--- src/rtl/down_counter_timer.sv ---
`default_nettype none
// ============================================================================
// Module   : down_counter_timer
// Desc     : Loadable down-counter timer with run/pause control and a
//            one-cycle terminal-count pulse. Define DOWN_COUNTER_RELOAD_EN
//            for auto-reload (periodic) mode; default build is one-shot.
// Revision : 1.0 - initial release
// ============================================================================
module down_counter_timer #(
    parameter int W = 4
) (
    input  logic         clk,
    input  logic         reset_n,
    input  logic         load,
    input  logic [W-1:0] load_val,
    input  logic         en,
    output logic [W-1:0] Q,
    output logic         tc,
    output logic         busy
);

`ifdef DOWN_COUNTER_RELOAD_EN
    localparam bit AUTO_RELOAD = 1'b1;
`else
    localparam bit AUTO_RELOAD = 1'b0;
`endif

    localparam logic [W-1:0] ONE = {{(W-1){1'b0}}, 1'b1};

    typedef enum logic [1:0] {
        IDLE  = 2'd0,
        RUN   = 2'd1,
        PAUSE = 2'd2
    } state_t;

    state_t       state_q, state_d;
    logic [W-1:0] count_q, count_d;
    logic [W-1:0] reload_q, reload_d;
    logic         tc_q, tc_d;

    always_ff @(posedge clk or negedge reset_n) begin
        if (!reset_n) begin
            state_q  <= IDLE;
            count_q  <= '0;
            reload_q <= '0;
            tc_q     <= 1'b0;
        end else begin
            state_q  <= state_d;
            count_q  <= count_d;
            reload_q <= reload_d;
            tc_q     <= tc_d;
        end
    end

    always_comb begin
        state_d  = state_q;
        count_d  = count_q;
        reload_d = reload_q;
        tc_d     = 1'b0;

        if (load) begin
            // Load beats everything, including a pending 1->0 step.
            count_d  = load_val;
            reload_d = load_val;
            if (load_val == '0) begin
                state_d = IDLE;
            end else if (en) begin
                state_d = RUN;
            end else begin
                state_d = PAUSE;
            end
        end else begin
            case (state_q)
                RUN: begin
                    if (!en) begin
                        state_d = PAUSE;
                    end else if (count_q == ONE) begin
                        count_d = '0;
                        tc_d    = 1'b1;
                        if (!AUTO_RELOAD) begin
                            state_d = IDLE;
                        end
                    end else if (count_q == '0) begin
                        // Only reachable in auto-reload mode, one edge after tc.
                        if (AUTO_RELOAD) begin
                            count_d = reload_q;
                        end
                    end else begin
                        count_d = count_q - ONE;
                    end
                end
                PAUSE: begin
                    if (en) begin
                        state_d = RUN;
                    end
                end
                default: begin
                end
            endcase
        end
    end

    assign Q    = count_q;
    assign tc   = tc_q;
    assign busy = (state_q != IDLE);

endmodule
`default_nettype wire
--- config.mk ---
export PLATFORM = sky130hd
export DESIGN_NAME = down_counter_timer
export DESIGN_NICKNAME = d
export VERILOG_FILES = /design/src/rtl/down_counter_timer.sv
export SDC_FILE = /design/constraint.sdc
export NUM_CORES = 1
export LEC_CHECK = 0
export ABC_AREA = 0
export CAP_MARGIN = 20
export CORE_AREA = 8 8 45 47
export DETAILED_ROUTE_END_ITERATION = 10
export DIE_AREA = 0 0 53 55
export SYNTH_ARGS = -nofsm -noshare
export SYNTH_HDL_FRONTEND = slang
export SYNTH_SLANG_ARGS = --single-unit
export TNS_END_PERCENT = 10
--- constraint.sdc ---
create_clock -name clk -period 1.6 [get_ports clk]
set_input_delay 0.32 -clock clk [delete_from_list [all_inputs] [get_ports clk]]
set_output_delay 0.32 -clock clk [all_outputs]
set_load 0.005 [all_outputs]
# Word-level counts from Yosys, hierarchy flattened
# Index checks and enable logic that the tools add are counted.
dict set report word_totals {
  ff_bits 7
  in_bits 8
  output_inout_bits 6
  elab_cells 34
}
dict set report op_classes {
  addsub 1
  n_eq_ne 6
  muxes 16
  n_reduce_logical 8
}
# operator count
set ops {}
lappend ops {{$mux W4} 5}
lappend ops {{$mux W2} 6}
lappend ops {{$logic_not A4 Y1} 2}
lappend ops {{$ne A3 B3 Y1 const B} 2}
lappend ops {{$reduce_and A3 Y1} 2}
lappend ops {{$reduce_bool A2 Y1} 3}
lappend ops {{$eq A4 B1 Y1 const B} 1}
lappend ops {{$mux W1} 4}
lappend ops {{$ne A4 B4 Y1 const B} 1}
lappend ops {{$pmux W2 S2} 1}
lappend ops {{$sub A4 B1 Y4 const B} 1}
lappend ops {{$reduce_bool A3 Y1} 1}
lappend ops {{$eq A2 B1 Y1 const B} 1}
lappend ops {{$eq A2 B2 Y1 const B} 1}

# Logic depth before layout (Yosys ltp)
# Gate-level depths: netlist of the first run.
dict set report logic_depth {
  depth_word 6
  depth_mapped 5
  ltp_nobuf 5
}

# Worst setup path after synthesis of the first run
# No wires, ideal clock.
dict set report synth_path {
  path_type {reg2reg}
  from {reg count_q[1], in the netlist Q[1]}
  to {reg state_q[0]}
  setup_time_ns 0.142
  arrival_time_ns 1.363
  required_time_ns 1.458
  slack_ns 0.094
  path_stages_with_launch 6
  n_path_buf 0
  period_less_slack_ns 1.506
  path_cell_list {dfrtp_1 > inv_1 > ha_1 > or3b_2 > a21oi_1 > o221ai_1}
}
dict set report synth_via {
  elab_chain_cells 3
}
# item line_no
set synth_rtl {}
lappend synth_rtl {{from (decl)} 37} ;# logic [W-1:0] count_q, count_d;
lappend synth_rtl {{from (signal assigned)} 49} ;# count_q <= count_d;
lappend synth_rtl {{$eq A4 B1 Y1} 77} ;# end else if (count_q == ONE) begin
lappend synth_rtl {{$ne A4 B4 Y1 (no line)} --}
lappend synth_rtl {{$reduce_and A3 Y1 (no line)} --}
lappend synth_rtl {{to (signal assigned)} 48} ;# state_q <= state_d;
lappend synth_rtl {{to (decl)} 36} ;# state_t state_q, state_d;
# No other way between the ends.
# A chain may end at the register's enable or synchronous reset.

# Worst setup path after layout of the first run
dict set report layout_path {
  from {reg count_q[0], in the netlist Q[0]}
  to {reg count_q[1], in the netlist Q[1]}
}
dict set report layout_via {
  elab_chain_cells 6
  word_cells_on_any_way 10
  cone_classes {1 x add/sub; 2 x eq/ne; 5 x mux; 2 x reduce/logical}
}
# item line_no
set layout_rtl {}
lappend layout_rtl {{$sub A4 B1 Y4} 89} ;# count_d = count_q - ONE;
lappend layout_rtl {{$mux W4} 83} ;# end else if (count_q == '0) begin
lappend layout_rtl {{$mux W4} 77}
lappend layout_rtl {{$mux W4} 75} ;# if (!en) begin
lappend layout_rtl {{$mux W4} 73} ;# case (state_q)
lappend layout_rtl {{$mux W4} 61} ;# if (load) begin
# Parallel ways exist; a longest one is shown, timed or not. The select of a mux whose other input is x is not followed.

==> impl_results.md, run 1 <==
- Status: finished, final reports clean
- First-pass GRT wire length: 1980 µm
- # DRC: 0
- Vias in the first global route: 450
- ANT cells: 0
- Slowest CP cell: dfrtp_1
- FF-to-FF Start: Q[0]
- Layout cells sized above 1: 32.89%
- Via count: 474
- Min cycle time layout: 1.554 ns
- Clock skew after layout: 0.002129 ns
- GR Overflow Total: 0
- Global-route usage over all layers: 9.011%
- Nets: 88
- Cells on worst reg2reg path: 6
- Worst Setup Path Type: reg2reg
- Row Count: 14
- Fin util: 53.16%
- Top cell type's share of synthesized area: 37.33%
- Synth area leaders: dfrtp_1 37%, ha_1 8.0%, nand2_1 4.8%
- Fmax: 0.6436 GHz
- Synth Instances: 50
- HP Class: in2async
- Slew Limit Fails: 0
- Avg WL per Cell: 13.26 µm
- Gp weighted congestion: 0.8375
- Startpoint types: flip-flop
- List of most frequent post-synthesis cells: 7 x dfrtp_1, 6 x nand2_1, 5 x inv_1
- CTS clock-pin slew for the worst setup and hold paths: 0.06 ns
- Die H: 55 µm
- Drt initial violations: 5
- Post-synth EDFFs: 0
- Xor/xnor share of the synthesized area: 1.867%
- Leak pwr: 0.0003402 µW
- Ports: 14
- Starting Density: 33.91%
- Detailed Place HPWL: 949.8 µm
- Critical path, cell by cell: inv_2, ha_1, nor4b_1, buf_4, or4_1, o311ai_2
- Synthesized net count: 61
- Maxcap violations: 0
- Worst endpoint data arrival time: 1.72 ns
- Syn_area_per_cell: 9.384 µm²
- Initial antenna violation count: 0
- IO Port Bufs: 13
- Cell area after synthesis: 469.2 µm²
- Vias per cell: 5.152
- WL final: 1220 µm
- Main flop type after synthesis: dfrtp_1
- Slew HR: 76.20%
- H-tree depth: 1
- Die footprint: 2915 µm²
- Final worst slack: 0.04622 ns
- Largest area contributor in the netlist: dfrtp_1
- Clk Latency, worst-skew pair: 0.26 ns
- Place WS: -0.08811 ns
- Synth cell types: 26
- Delay of the slowest cell on the worst path: 0.41 ns
- Area grow syn2layout: 56.80%
- Post-synthesis sequential area ratio: 37.33%
- Die W: 53 µm
- Pwr dens: 818.5 nW/µm²
- Worst-Margin Slew: 0.3559 ns
- Period utilisation layout: 97.11%
- Maximum fanout along the worst path: 3
- Largest net degree at the start of global routing: 11
- Final ANT Viol Nets: 0
- CP endpoint kind: flip-flop
- CP Data Required Time: 1.76 ns
- Simple-gate area share of the yosys netlist: 28.80%
- Most common cell in the synthesized netlist: dfrtp_1
- Reg2reg end: Q[1]
- RSZ-0062 raised after global routing: yes
- Crit path from: Q[0]
- Largest family of logic cells by synthesized area: simple AND/OR/NAND/NOR gates
- CTS sink cnt: 7
- Hold Violations, Final: 0
- Placed Instances: 87
- Setup violators final: 0
- Post-Synth Adder-Cell Area: 8.000%
- Mux cell area share after synthesis: 0%
- Async S/R FF share, synth: 100.0%
- Syn. warnings: 0
- Fin cells: 92
- First-pass detailed-route iteration total: 4
- Core area: 1384 µm²
- Maximum VDD drop: 0.0003667 V
- Worst R2R Setup Slack: 0.05 ns
- Clock root cell: clkbuf_4
- Max clock buf depth: 2
- CTS tree: done
- Num CTS Buffers: 3
- Post-synthesis compound-gate area fraction: 19.20%
- Synthesized flop and latch total: 7
## worst max-delay path, delay by kind of cell (launching register included)
| kind | cells | cell delay, ns |
|---|---|---|
| buffers and inverters | 2 | 0.20 |
| adder cells (fa/ha/maj) | 1 | 0.20 |
| flip-flops | 1 | 0.41 |
| AND/OR/NAND/NOR | 2 | 0.55 |
| AO/OA/AOI/OAI | 1 | 0.10 |
## cell type report
class | count | area, µm²
clock inverters | 1 | 5.005
clock buffers | 3 | 22.52
inverters | 5 | 18.77
repair buffers | 23 | 209.0
fillers | 131 | 648.1
well taps | 16 | 20.02
flip-flops and latches | 7 | 177.7
multi-input cells | 37 | 282.8
## kinds of logic (layout without fill, tap and decap cells)
family / count (synthesis) / after routing
AOI/OAI and AO/OA: 12 / 12
adders and majority gates: 3 / 3
and+or+nand+nor: 21 / 21
xor gates and xnor gates: 1 / 1
DFF: 7 / 7
buffers and inverters: 6 / 32
## worst max-delay path by stage
stage                             to  cells after the start  slack, ns
after floorplan           state_q[0]                      5       0.09
after global placement    state_q[1]                      3      -0.05
after detailed placement  state_q[1]                      3      -0.09
after CTS                       Q[2]                      1     0.0005
after global routing            Q[1]                      6     -0.002
final                           Q[1]                      6       0.05
## registers in the layout (all words and copies together), names as in the netlist
name	flops
Q	4
state_q	2
tc	1
## cells in the final DEF (no fill, tap or decap), types with 2 or more instances in the layout
| cell | count |
|---|---|
| clkdlybuf4s50_1 | 10 |
| buf_4 | 9 |
| nand2_1 | 6 |
| dfrtp_1 | 5 |
| inv_1 | 3 |
| ha_1 | 3 |
| clkbuf_4 | 3 |
| dfrtp_2 | 2 |
| inv_2 | 2 |
| nor3_1 | 2 |
| nor2_1 | 2 |
| o211ai_1 | 2 |
| or4_1 | 2 |
| nand3_1 | 2 |
| o221ai_1 | 2 |
| dlygate4sd2_1 | 2 |
## per-stage QoR
stage / hold WS, ns / setup TNS [ns] / cell area, µm² / total power, µW
2_1_floorplan: 0.02441 / 0 / 469.2 / 308.6
3_3_place_gp: 0.6123 / -0.1158 / 683.2 / 420.8
3_5_place_dp: 0.6203 / -0.1680 / 683.2 / 423.1
4_1_cts: 0.3407 / 0 / 713.2 / 593.1
5_1_grt: 0.3486 / -0.003332 / 735.7 / 637.8
6_report: 0.3277 / 0 / 735.7 / 602.2
## power by group
group	internal [µW]	switching [µW]	total (µW)
combinational	121	86.9	208
sequential	198	23.2	221
clock	92.2	80.6	173
## what timing repair did
item / CTS / global route
hold buffers: 0 / 0
resized for setup: 4 / 6
setup endpoints to repair: 3 / 3
buffers inserted: 0 / 1
## metal layers
layer	share of wire, %	wire length (µm)	up-vias	global-route usage (%)
li1	-	-	238	-
met1	48	585	216	11.27
met2	46	560	18	14.06
met3	5.4	66	2	2.674
met4	0.66	8	0	3.879
met5	0	0	-	0
Power figures use the tool's default switching activity.
==> inputs of run 2 (changes only) <==
--- a/config.mk
+++ b/config.mk
@@ -8,6 +8,7 @@
 export ABC_AREA = 0
 export CAP_MARGIN = 20
 export CORE_AREA = 8 8 45 47
+export CTS_CLUSTER_SIZE = 24
 export DETAILED_ROUTE_END_ITERATION = 10
 export DIE_AREA = 0 0 53 55
 export SYNTH_ARGS = -nofsm -noshare
==> results of run 2 <==
Final layout, timing and power as in run 1 (identical DEF).
